--- src/rtl/game_flow_ctrl.sv ---
// Game sequencer: debounced buttons drive MENU/RUN/PAUSE/OVER, round timer and score.
// Button press reaches the state flags DEBOUNCE_CYCLES+4 cycles later; no backpressure, inputs are sampled every cycle.
module game_flow_ctrl #(
  parameter int DEBOUNCE_CYCLES = 1_000_000,
  parameter int TICK_DIV        = 100_000_000,
  parameter int ROUND_SECS      = 60,
  parameter int SCORE_MAX       = 999
) (
  input  logic       clk,
  input  logic       reset,
  input  logic       btn_start,
  input  logic       btn_pause,
  input  logic       btn_quit,
  input  logic       food_eaten,
  input  logic       player_dead,
  output logic       gamemenu,
  output logic       gamerun,
  output logic       gamepause,
  output logic       gameover,
  output logic [6:0] time_left,
  output logic [9:0] score,
  output logic       tick
);

  localparam int DW = $clog2(DEBOUNCE_CYCLES + 1);
  localparam int PW = $clog2(TICK_DIV + 1);

  localparam logic [3:0] MENU  = 4'b0001;
  localparam logic [3:0] RUN   = 4'b0010;
  localparam logic [3:0] PAUSE = 4'b0100;
  localparam logic [3:0] OVER  = 4'b1000;

  logic [2:0]         btn_raw;
  logic [2:0]         sync1;
  logic [2:0]         sync2;
  logic [2:0]         stable;
  logic [2:0]         stable_q;
  logic [2:0]         btn_p;
  logic [2:0][DW-1:0] db_cnt;
  logic               start_p;
  logic               pause_p;
  logic               quit_p;

  logic [3:0]         state;
  logic [3:0]         state_nxt;
  logic [PW-1:0]      presc;
  logic               timeout;

  assign btn_raw = {btn_quit, btn_pause, btn_start};

  // Counter only runs while a change is pending; any bounce back to the stable level restarts it.
  always_ff @(posedge clk or negedge reset) begin
    if (!reset) begin
      sync1    <= '0;
      sync2    <= '0;
      stable   <= '0;
      stable_q <= '0;
      db_cnt   <= '0;
    end else begin
      sync1    <= btn_raw;
      sync2    <= sync1;
      stable_q <= stable;
      for (int i = 0; i < 3; i++) begin
        if (sync2[i] == stable[i]) begin
          db_cnt[i] <= '0;
        end else if (db_cnt[i] == DW'(DEBOUNCE_CYCLES)) begin
          stable[i] <= sync2[i];
          db_cnt[i] <= '0;
        end else begin
          db_cnt[i] <= db_cnt[i] + DW'(1);
        end
      end
    end
  end

  assign btn_p   = stable & ~stable_q;
  assign start_p = btn_p[0];
  assign pause_p = btn_p[1];
  assign quit_p  = btn_p[2];

  // One-hot state register doubles as the registered flag outputs.
  assign gamemenu  = state[0];
  assign gamerun   = state[1];
  assign gamepause = state[2];
  assign gameover  = state[3];

  assign tick    = gamerun && (presc == PW'(TICK_DIV - 1));
  assign timeout = tick && (time_left == 7'd1);

  always_comb begin
    state_nxt = state;
    case (state)
      MENU: begin
        if (start_p) state_nxt = RUN;
      end
      RUN: begin
        if (player_dead)  state_nxt = OVER;
        else if (timeout) state_nxt = OVER;
        else if (quit_p)  state_nxt = MENU;
        else if (pause_p) state_nxt = PAUSE;
      end
      PAUSE: begin
        if (quit_p)                  state_nxt = MENU;
        else if (pause_p || start_p) state_nxt = RUN;
      end
      OVER: begin
        if (quit_p || start_p) state_nxt = MENU;
      end
      default: state_nxt = MENU;
    endcase
  end

  always_ff @(posedge clk or negedge reset) begin
    if (!reset) begin
      state     <= MENU;
      score     <= '0;
      time_left <= 7'(ROUND_SECS);
      presc     <= '0;
    end else begin
      state <= state_nxt;
      if (gamemenu && start_p) begin
        score     <= '0;
        time_left <= 7'(ROUND_SECS);
        presc     <= '0;
      end else if (gamerun) begin
        if (food_eaten && (score < 10'(SCORE_MAX))) score <= score + 10'd1;
        if (tick) begin
          presc <= '0;
          if (time_left != 7'd0) time_left <= time_left - 7'd1;
        end else begin
          presc <= presc + PW'(1);
        end
      end
    end
  end

endmodule

--- config.mk ---
export PLATFORM = sky130hd
export DESIGN_NAME = game_flow_ctrl
export DESIGN_NICKNAME = d
export VERILOG_FILES = /design/src/rtl/game_flow_ctrl.sv
export SDC_FILE = /design/constraint.sdc
export NUM_CORES = 1
export LEC_CHECK = 0
export ABC_CLOCK_PERIOD_IN_PS = 4500
export CORE_AREA = 5 5 107 109
export DETAILED_ROUTE_END_ITERATION = 8
export DIE_AREA = 0 0 112 114
export GPL_TIMING_DRIVEN = 0
export HOLD_SLACK_MARGIN = 0.05
export PLACE_DENSITY = 0.76
export SETUP_SLACK_MARGIN = 0.2
export SYNTH_ARGS = -nofsm -noshare
export SYNTH_HDL_FRONTEND = slang
export SYNTH_SLANG_ARGS = --single-unit
--- constraint.sdc ---
create_clock -name clk -period 4.5 [get_ports clk]
set_input_delay 0.9 -clock clk [delete_from_list [all_inputs] [get_ports clk]]
set_output_delay 0.9 -clock clk [all_outputs]
set_load 0.005 [all_outputs]
==> run summary, run 1 <==
Status = finished clean
IO Port Bufs = 28
Iter 0 DRT Violations = 335
Inserted Diodes = 0
Most frequent cells in the layout = nor2_1, dfrtp_1, xnor2_1
Vias in the first global route = 4638
Placer Congestion = 0.836
Initial antenna violation count = 0
Area grow syn2layout = 17.7%
Setup CP Type = reg -> out
# rows = 38
Share of post-route cells with drive strength above 1 = 0.0791
Max Cap Viol = 0
VDD IR max = 0.000314 V
CP Capture Type = output pin
Final nets = 690
Critical path startpoint category = flop
Post-route clock period utilization = 0.755
Critical path required time = 3600 ps
CP Data Arrival Time = 2500 ps
Sequential element share of the synthesized area = 0.497
CTS Root Cell = clkbuf_8
Worst-path fanout max = 7
Global-route usage over all layers = 0.207
CTS Hold Buffers Added = 0
Die Area = 12800 sq um
RSZ-0062 raised after global routing = false
DIE WIDTH = 112 microns
HPWL after detailed placement = 8310 microns
Synth Net Count = 642
Die Y-Extent = 114 microns
Worst min path class = in -> async
Mapped Cells = 624
Fmax = 0.294 GHz
Largest net degree at the start of global routing = 79
DR pass1 iterations = 5
Leading cell type in the layout, fill and taps excluded = nor2_1
Relative slew slack = 0.534
Utilization after layout = 0.678
Post-cts sizing count = 0
Netlist cell types = 55
Power per standard cell area = 351 nW/um^2
Main synth FF type = dfrtp_1
Number of flops mapped to enable cells by yosys = 0
Period minus WS final = 3400 ps
Worst Max-Slew Pin Slew = 693 ps
Detailed-route via count = 4592
Clock sink count = 120
Worst-path clk slew = 60 ps
Final setup violation count = 0
Max clock buf depth = 2
Final non-filler cell total = 823
Async set or reset register ratio after synthesis = 1.00
CTS tree = yes
First-pass GRT wire length = 21500 microns
Final wirelength = 12100 microns
Ys Warns = 0
Routed Antenna Nets = 0
DR WL/cell = 14.7 microns
Placed cells = 793
Slew Limit Fails = 0
Clock Latency Late Sink = 530 ps
Worst hold margin = 274 ps
Post-synthesis cell area = 6050 sq um
H-tree depth = 4
Cell depth of the worst flop-to-flop path = 6
IO Pins = 29
Grt ovf = 0
Vias per inst = 5.58
# DRC = 0
Seq cells post-synth = 120
Fin. Hold Viols = 0
Reg2Reg Setup Slack = 2010 ps
Inserted Clock Buffers = 17
Leakage power = 3.07 nW
Clock skew = 7.49 ps
Initial core utilization = 0.576
Setup Buffers After CTS = 0
Mean cell area of the mapped netlist = 9.70 sq um
Core Area = 10500 sq um
## where the power goes
part / leakage [nW] / switching (W) / total [W] / internal (W)
registers: 1.62 / 0.00000964 / 0.00110 / 0.00109
clock network: 0.287 / 0.000462 / 0.00134 / 0.000878
logic: 1.17 / 0.0000404 / 0.0000594 / 0.0000190
total: 3.07 / 0.000512 / 0.00250 / 0.00199
## synth_stat cells, types with 12 or more instances
cell type  number  area share
dfrtp_1       115        0.48
nand4_1        26       0.027
inv_1          21       0.013
and3_1         12       0.012
nand3_1        41       0.034
nor2_1        116       0.072
a21oi_1        14       0.012
xnor2_1        45       0.065
nand2_1        40       0.025
xor2_1         42       0.061
nor3_1         16       0.013
clkbuf_1       15      0.0093
## cell type report
cell class	count	area (sq um)
Multi-Input combinational cell	464	2880
Inverter	21	78.8
Tap cell	140	175
Clock buffer	22	463
Buffer	19	81.3
Fill cell	818	3390
Timing Repair Buffer	29	309
Clock inverter	8	121
Sequential cell	120	3010
## sequential cells by signal (all words and copies together) (netlist names)
name / flops
db_cnt: 60
presc: 27
score: 10
time_left: 7
state: 4
stable: 3
stable_q: 3
sync1: 3
sync2: 3
## final timing paths
| check | from | end |
|---|---|---|
| max | presc[12]$_DFFE_PN0P_ | tick |
| min | reset | presc[15]$_DFFE_PN0P_ |
| max reg2reg | state[0]$_DFFE_PN1P_ | score[8]$_DFFE_PN0P_ |
| min reg2reg | sync1[2]$_DFF_PN0_ | sync2[2]$_DFF_PN0_ |
| max in group asynchronous | reset | db_cnt[5]$_DFF_PN0_ |
| min in group clk | sync1[2]$_DFF_PN0_ | sync2[2]$_DFF_PN0_ |
## cells by family (layout without fill, tap and decap cells)
| family | Yosys count | after routing | synth area share |
|---|---|---|---|
| buffers and inverters | 40 | 99 | 0.0265 |
| xor gates and xnor gates | 87 | 87 | 0.126 |
| DFF | 120 | 120 | 0.497 |
| muxes | 4 | 4 | 0.00724 |
| and+or+nand+nor | 313 | 313 | 0.265 |
| adders and majority gates | 11 | 11 | 0.0227 |
| AOI/OAI and AO/OA | 49 | 49 | 0.0550 |
## worst max-delay path, stage by stage (launching register included)
cell             delay, ps
dfrtp_1                360
clkbuf_1               190
nor3_1                 290
and4b_2                350
nor2b_1                240
clkdlybuf4s50_1        540
## metrics by stage
stage	total power, W	setup slack (ps)	setup TNS [ps]	instance area [sq um]
global placement	0.00117	-1970	-227880	6510
finish	0.00250	1100	0	7120
detailed placement	0.00118	1690	0	6540
CTS	0.00253	1080	0	7120
global route	0.00259	1010	0	7120
floorplan	0.00114	2370	0	6050
## metal layers
metal,part of all wire,GRT usage,vias to the layer above
li1,-,-,2265
met1,0.47,0.269,2235
met2,0.48,0.330,72
met3,0.032,0.0663,20
met4,0.022,0.0745,0
met5,0,0,-
Power figures use the tool's default switching activity.
==> run 2: changes to the inputs <==
Settings changed: ABC_CLOCK_PERIOD_IN_PS 4500 to 3000, CORE_AREA 5 5 107 109 to 5 5 111 113, DIE_AREA 0 0 112 114 to 0 0 116 118, PLACE_DENSITY 0.76 to 0.74.
Clock period 4.5 ns to 3 ns, I/O delays scaled along.
==> run summary, run 2 (same netlist as run 1, synthesis figures left out) <==
Leading cell type in the layout, fill and taps excluded = nor2_1
Comb pwr share = 0.022 (-0.002)
CTS tree = yes
RSZ-0062 raised after global routing = false
Clock sink count = 120 (unchanged)
Critical path required time = 2400 ps (-1200 ps)
Top reg by flops = db_cnt
Utilization after layout = 0.644 (-0.0335)
IO Pins = 29 (unchanged)
CTS Hold Buffers Added = 0 (unchanged)
Area grow syn2layout = 19.5%
Placer Congestion = 0.837 (+0.14%)
Placed cells = 796 (+0.38%)
CTS Root Cell = clkbuf_16
DR pass1 iterations = 5 (unchanged)
Routed Antenna Nets = 0 (unchanged)
Biggest regs = db_cnt: 60 flops, presc: 27 flops, score: 10 flops
# rows = 39 (+2.6%)
VDD IR max = 0.000471 V (+50%)
Status = finished clean
IO Port Bufs = 28 (unchanged)
Die Area = 13700 sq um (+7.2%)
Sw Pwr = 0.000763 W (+49%)
Relative slew slack = 0.504 (-0.0299)
DIE WIDTH = 116 microns (+3.6%)
CP Data Arrival Time = 2090 ps (-410 ps)
Grt ovf = 0 (unchanged)
Sequential Power Share = 0.414 (-0.026)
Share of post-route cells with drive strength above 1 = 0.0872 (+0.00815)
Initial antenna violation count = 0 (unchanged)
Setup CP Type = reg -> out
Core Area = 11200 sq um (+6.8%)
Power per standard cell area = 552 nW/um^2 (+57%)
Leakage power = 3.13 nW (+1.7%)
Most frequent cells in the layout = nor2_1, dfrtp_1, xnor2_1
Die Y-Extent = 118 microns (+3.5%)
Inserted Diodes = 0 (unchanged)
Clock power frac = 0.564 (+0.028)
Final wirelength = 12300 microns (+1.5%)
Max clock buf depth = 2 (unchanged)
Final non-filler cell total = 831 (+0.97%)
Worst-path fanout max = 6 (-1)
Period minus WS final = 2690 ps
Vias per inst = 5.59 (+0.18%)
Worst Max-Slew Pin Slew = 737 ps (+44.4 ps)
Worst-path clk slew = 50 ps (about the same)
Final nets = 693 (+0.43%)
Final setup violation count = 0 (unchanged)
Internal power = 0.00322 W (+62%)
Worst min path class = in -> async
DR WL/cell = 14.7 microns (+0.54%)
Clock skew = 5.80 ps (-1.69 ps)
HPWL after detailed placement = 8360 microns (+0.58%)
First-pass GRT wire length = 21400 microns (-0.64%)
Vias in the first global route = 4603 (-0.75%)
Global-route usage over all layers = 0.195 (-0.0119)
Iter 0 DRT Violations = 289 (-14%)
Clock Latency Late Sink = 410 ps (-120 ps)
Max reg flops = 60 (unchanged)
Post-route clock period utilization = 0.898
Fin. Hold Viols = 0 (unchanged)
Detailed-route via count = 4645 (+1.2%)
Largest net degree at the start of global routing = 78 (-1.3%)
Max Cap Viol = 0 (unchanged)
Slew Limit Fails = 0 (unchanged)
Critical path startpoint category = flop
# DRC = 0 (unchanged)
Inserted Clock Buffers = 17 (unchanged)
CP Capture Type = output pin
Initial core utilization = 0.539 (-0.0367)
Switching share of power = 0.191 (-0.0135)
H-tree depth = 4 (unchanged)
Fmax = 0.371 GHz
run 2: metal layers:
metal,share of wire,vias up,track usage,wire (microns)
met5,0,-,0,0
met4,0.016,0,0.0653,200
met3,0.041,23,0.0627,507
met2,0.49,77,0.308,5970
met1,0.45,2280,0.254,5580
li1,-,2265,-,-
run 2: through the flow:
step	total power, W	instance area, sq um	TNS (ps)	hold slack, ps	worst slack [ps]
after floorplan	0.00171	6050	0	304	1070
after global placement	0.00176	6510	-375750	335	-3200
after detailed placement	0.00177	6540	0	338	428
after CTS	0.00403	7210	0	99.6	245
after global routing	0.00412	7230	0	113	218
final	0.00399	7230	0	94.1	306
run 2: layout make-up:
class	instances	area [sq um]
plain buffers	19	82.6
repair buffers	32	332
well taps	143	179
multi-input cells	464	2890
clock inverters	7	163
inverters	21	78.8
fillers	894	4000
clock buffers	25	495
flip-flops and latches	120	3010
run 2: worst max-delay path, cell delays in order (launching register included):
cell and delay [ps]:
dfrtp_1 430, and4_1 290, and4b_2 250, nor2b_2 190, clkdlybuf4s50_1 520
run 2: timing repair:
item | 4_1_cts | 5_1_grt
gates resized for setup | 3 | 0
setup endpoints to repair | 1 | 1
pin swaps | 1 | 1
setup buffers | 1 | 2
run 2: power groups by stage:
stage,logic [W],clock network (W),registers (W)
2_1_floorplan,0.0000372,0,0.00167
3_3_place_gp,0.0000847,0,0.00168
3_5_place_dp,0.0000918,0,0.00168
4_1_cts,0.0000928,0.00229,0.00165
5_1_grt,0.000105,0.00236,0.00165
6_report,0.0000885,0.00225,0.00165
run 2: path summary, 6_finish.rpt:
kind / start / endpoint / slack, ps / cells after the start
hold / removal: reset / presc[17]$_DFFE_PN0P_ / 90 / 1
setup reg to reg: state[0]$_DFFE_PN1P_ / score[5]$_DFFE_PN0P_ / 460 / 6
setup / recovery: presc[22]$_DFFE_PN0P_ / tick / 310 / 4
max in group asynchronous: reset / sync1[1]$_DFF_PN0_ / 2220 / 2
hold reg to reg: sync1[1]$_DFF_PN0_ / sync2[1]$_DFF_PN0_ / 350 / 0
min in group clk: sync1[1]$_DFF_PN0_ / sync2[1]$_DFF_PN0_ / 350 / 0
==> run 3: changes to the inputs <==
Settings changed: CTS_CLUSTER_SIZE set to 40, HOLD_SLACK_MARGIN 0.05 to not set.
==> results of run 3 <==
Final layout, timing and power as in run 2 (identical DEF).
==> RTL change 1: new RTL, flow settings as in run 3 <==
Make the reset (`reset`) synchronous in 2 clocked blocks.
--- a/src/rtl/game_flow_ctrl.sv
+++ b/src/rtl/game_flow_ctrl.sv
@@ -49,7 +49,7 @@
   assign btn_raw = {btn_quit, btn_pause, btn_start};
 
   // Counter only runs while a change is pending; any bounce back to the stable level restarts it.
-  always_ff @(posedge clk or negedge reset) begin
+  always_ff @(posedge clk) begin
     if (!reset) begin
       sync1    <= '0;
       sync2    <= '0;
@@ -110,7 +110,7 @@
     endcase
   end
 
-  always_ff @(posedge clk or negedge reset) begin
+  always_ff @(posedge clk) begin
     if (!reset) begin
       state     <= MENU;
       score     <= '0;
Function: no difference found for any inputs over 10 cycles, from zero or initial values and one cycle with reset low; that may be too few to reach the edited logic, so the function may still have changed.
==> RTL change 1 against run 3 <==
  * Sequential cell count stayed put
  * Cell count is 0.60% higher
  * Synthesized area is 9.9% lower
  * Final area is 9.0% lower
  * Die area stayed put
  * Global-route usage is 2.2 points lower
  * Wire length is 11% lower
  * Non-clock buffer count is 2 lower
  * Synthesized cell count is 1.1% higher
  * Setup slack worse by 4.6 ps
  * Hold slack better by 340 ps
  * Largest cell class is now multi-input combinational cells
Power is not compared: it rests on default switching activity, and its combinational part moved more than twofold at a synthesized area within 25%.
==> RTL change 1: results (changes against run 3) <==
worst hold-check path type=flop to flop; multiplexer area fraction after synthesis=0.00735 (+0.000109); Compound-Gate Fraction of Synth Area=0.0448 (-0.0102); # fillers=997 (+12%); WHS=434 ps (+340 ps); syn nets=649 (+1.1%); Post-Synth Adder-Cell Area=0.0253 (+0.00251); outcome=completed; CP max-delay cell=or3_4; ys async rst share=0 (-1.00); worst-path maximum fanout=4 (-2); Yosys cell types=47 (-15%); total track usage=0.173 (-0.0223); vias per inst=5.26 (-6.0%); DP HPWL=7.52 mm (-10%); launch point of the critical path=presc[26]; largest net degree at the start of global routing=17 (-78%); Post-Synth XOR/XNOR Area=0.143 (+0.0171); Iteration-0 DRC Markers=311 (+7.6%); number of global-route vias before repair=4302 (-6.5%); Reg2Reg Setup Slack=830 ps (+370 ps); Worst Path Arrival=2100 ps; layout cells sized above 1=0.0765 (-0.0107); first-pass GRT wire length=19.4 mm (-9.2%); nets@finish=698 (+0.72%); Post-synth top cells=nor2_1, dfxtp_1, xor2_1; reg2reg end=time_left[3]; global placement routability congestion=0.903 (+7.9%); synth top area cells=dfxtp_1, nor2_1, xor2_1, xnor2_1, nand4_1; ys flop type=dfxtp_1; CP max stage delay=450 ps (-70 ps); post-synthesis sequential area ratio=0.441 (-0.0565); Rel. slew slack=0.569 (+0.0655); Synth Area per Inst=8.64 um2 (-11%); Clock Skews=12.2 ps (+6.36 ps)
[RTL change 1: cell count changes after synthesis, sizes merged, moves of 4 or more]
cell | before | now
a211oi | 9 | 4
and2 | 2 | 15
dfrtp | 115 | 0
dfstp | 5 | 0
dfxtp | 0 | 120
inv | 21 | 25
nand3 | 41 | 32
nor2 | 116 | 124
nor4b | 11 | 7
o21ai | 8 | 4
or2 | 4 | 0
or3 | 3 | 9
xnor2 | 45 | 40
xor2 | 42 | 49
[RTL change 1: area by class of cell]
type                    instances  area share
inverters                      26      0.0148
repair buffers                 30      0.0447
plain buffers                  19      0.0125
clock inverters                 6      0.0169
well taps                     143      0.0272
multi-input cells             466       0.441
flip-flops and latches        120       0.365
clock buffers                  26      0.0774
[RTL change 1: critical path, delay by kind of cell (launching register included)]
kind	cells	cell delay (ps)
AND/OR/NAND/NOR	3	960
flip-flops	1	370
buffers and inverters	2	350
[RTL change 1: metrics by stage]
step                 util  std cells  worst slack, ps  cell area [um2]  total power, mW
floorplan               -        631             1040             5450             1.66
global placement    0.527        802              346             5910             1.68
CTS                 0.585        835              230             6560             3.77
detailed placement  0.527        802              287             5910             1.68
finish              0.586        836              301             6580             3.74
global route        0.586        836              187             6580             3.87
[RTL change 1: timing repair]
action | in CTS | in global routing
setup endpoints to repair | 1 | 1
resized for setup | 7 | 4
buffers inserted | 1 | 1
pin swaps | 1 | 3
[RTL change 1: power by group]
part	total, mW	internal (mW)	switching [mW]
Clock	2.10	1.42	0.683
Combinational	0.0410	0.0150	0.0261
Sequential	1.60	1.60	0.00294
Total	3.74	3.03	0.712
[RTL change 1: per-layer routing]
metal,track usage,share of wire,vias up
met2,0.275,0.48,60
met3,0.0612,0.043,13
met5,0,0,-
li1,-,-,2249
met1,0.213,0.46,2072
met4,0.0667,0.012,0
==> RTL change 2: new RTL, config.mk and constraints of run 3 <==
Made on the original files. The parameter `TICK_DIV` goes from 100_000_000 to 400_000_000.
--- a/src/rtl/game_flow_ctrl.sv
+++ b/src/rtl/game_flow_ctrl.sv
@@ -2,7 +2,7 @@
 // Button press reaches the state flags DEBOUNCE_CYCLES+4 cycles later; no backpressure, inputs are sampled every cycle.
 module game_flow_ctrl #(
   parameter int DEBOUNCE_CYCLES = 1_000_000,
-  parameter int TICK_DIV        = 100_000_000,
+  parameter int TICK_DIV        = 400_000_000,
   parameter int ROUND_SECS      = 60,
   parameter int SCORE_MAX       = 999
 ) (
Check against the original RTL: same outputs for any inputs over 10 cycles, from zero or initial values and one cycle with reset low; that may be too few to reach the edited logic, so the function may still have changed.
==> RTL change 2 against run 3 <==
  * Clock power decreased by 4%
  * Final area grew 3.7%
  * Fmax rose by 5.3%
  * Sequential share of layout area fell by 0.83 points
  * Power shrank 1.1%
  * Setup slack improved by 140 ps
  * Synthesized area up 4.2%
  * Core utilization increased by 2.4 points
  * Wire length grew 7.0%
  * Non-clock buffer count up 4
  * Synthesized cell count grew 3.4%
  * Count of clock-buffer cells in the layout down 4
  * Sequential cell count rose by 2
  * Largest power group unchanged
==> RTL change 2: results (changes against run 3) <==
outcome=completed; CP max-delay cell=dfrtp_1; largest net degree at the start of global routing=86 (+10%); post-synthesis sequential area ratio=0.485 (-0.0121); Rel. slew slack=0.502 (-0.00202); Post-synth top cells=nor2_1, dfrtp_1, xnor2_1; Reg power frac=0.425 (+0.011); r2r worst-path depth=6 (unchanged); Worst Path Arrival=1960 ps (-130 ps); CP max stage delay=410 ps (-110 ps); first-pass GRT wire length=22.4 mm (+5.1%); Top Registers=db_cnt: 60 flops, presc: 29 flops, score: 10 flops; Max VDD drop=0.000475 V (+0.77%); Final Worst Setup Slack=442 ps (+137 ps); Yosys cell types=60 (+9.1%); Post-Route WL=13.1 mm (+7.0%); Iteration-0 DRC Markers=314 (+8.7%); vias per inst=5.68 (+1.6%); DRT Pass-1 Iters=4 (-1); pre-CTS WS=262 ps (-166 ps); total CTS buffers=17 (unchanged); syn nets=663 (+3.3%); sw frac=0.203 (+0.0111); Lkg Pwr=3.14 nW (+0.33%); # fillers=850 (-4.9%); number of global-route vias before repair=4904 (+6.5%); Clk pwr share=0.551 (-0.013); worst-path maximum fanout=3 (-3); total track usage=0.203 (+0.00766); Clock Skews=8.19 ps (+2.38 ps); launch point of the critical path=presc[1]; DP HPWL=8.79 mm (+5.1%); synth top area cells=dfrtp_1, nor2_1, xnor2_1, xor2_1, nand3_1; Reg2Reg Setup Slack=780 ps (+320 ps); nets@finish=718 (+3.6%); global placement routability congestion=0.845 (+1.0%); layout cells sized above 1=0.111 (+0.0237); reg2reg end=score[4]
RTL change 2: logic make-up after synthesis:
family,after synthesis,synth area share
xor+xnor,89,0.124
mux,4,0.00695
flops,122,0.485
buf+inv,45,0.0300
simple gates,324,0.279
compound gates,50,0.0538
fa+ha+maj,11,0.0218
RTL change 2: timing repair:
item                                    in CTS  in global routing
endpoints found under the setup margin       1                  0
setup buffers                                7                  0
resized for setup                            5                  0
RTL change 2: metrics by stage:
stage / util / total power, mW / std cells / instance area (um2) / hold slack [ps]
2_1_floorplan: - / 1.74 / 645 / 6300 / 304
3_3_place_gp: 0.603 / 1.79 / 816 / 6760 / 333
3_5_place_dp: 0.605 / 1.80 / 817 / 6790 / 340
4_1_cts: 0.668 / 3.97 / 855 / 7500 / 91.6
5_1_grt: 0.668 / 4.06 / 855 / 7500 / 103
6_report: 0.668 / 3.94 / 855 / 7500 / 83.0
RTL change 2: worst min path at each step:
stage,slack (ps),depth (start not counted),startpoint,endpoint
2_1_floorplan,300,0,reset,db_cnt[0]
3_3_place_gp,330,0,sync1[2],sync2[2]
3_5_place_dp,340,0,sync1[1],sync2[1]
4_1_cts,90,1,reset,db_cnt[6]
5_1_grt,100,1,reset,db_cnt[6]
6_report,80,1,reset,db_cnt[8]
RTL change 2: per-layer routing:
metal / GRT usage / wire, um / vias up
met5: 0 / 0 / -
met4: 0.0856 / 354 / 0
met3: 0.0560 / 495 / 35
met2: 0.330 / 6590 / 94
met1: 0.252 / 5680 / 2381
li1: - / - / 2345
RTL change 2: layout make-up:
cell class              instances  area share
plain buffers                  19      0.0122
clock buffers                  21      0.0627
clock inverters                10      0.0222
inverters                      26      0.0137
multi-input cells             478       0.409
flip-flops and latches        122       0.408
well taps                     143      0.0239
repair buffers                 36      0.0481
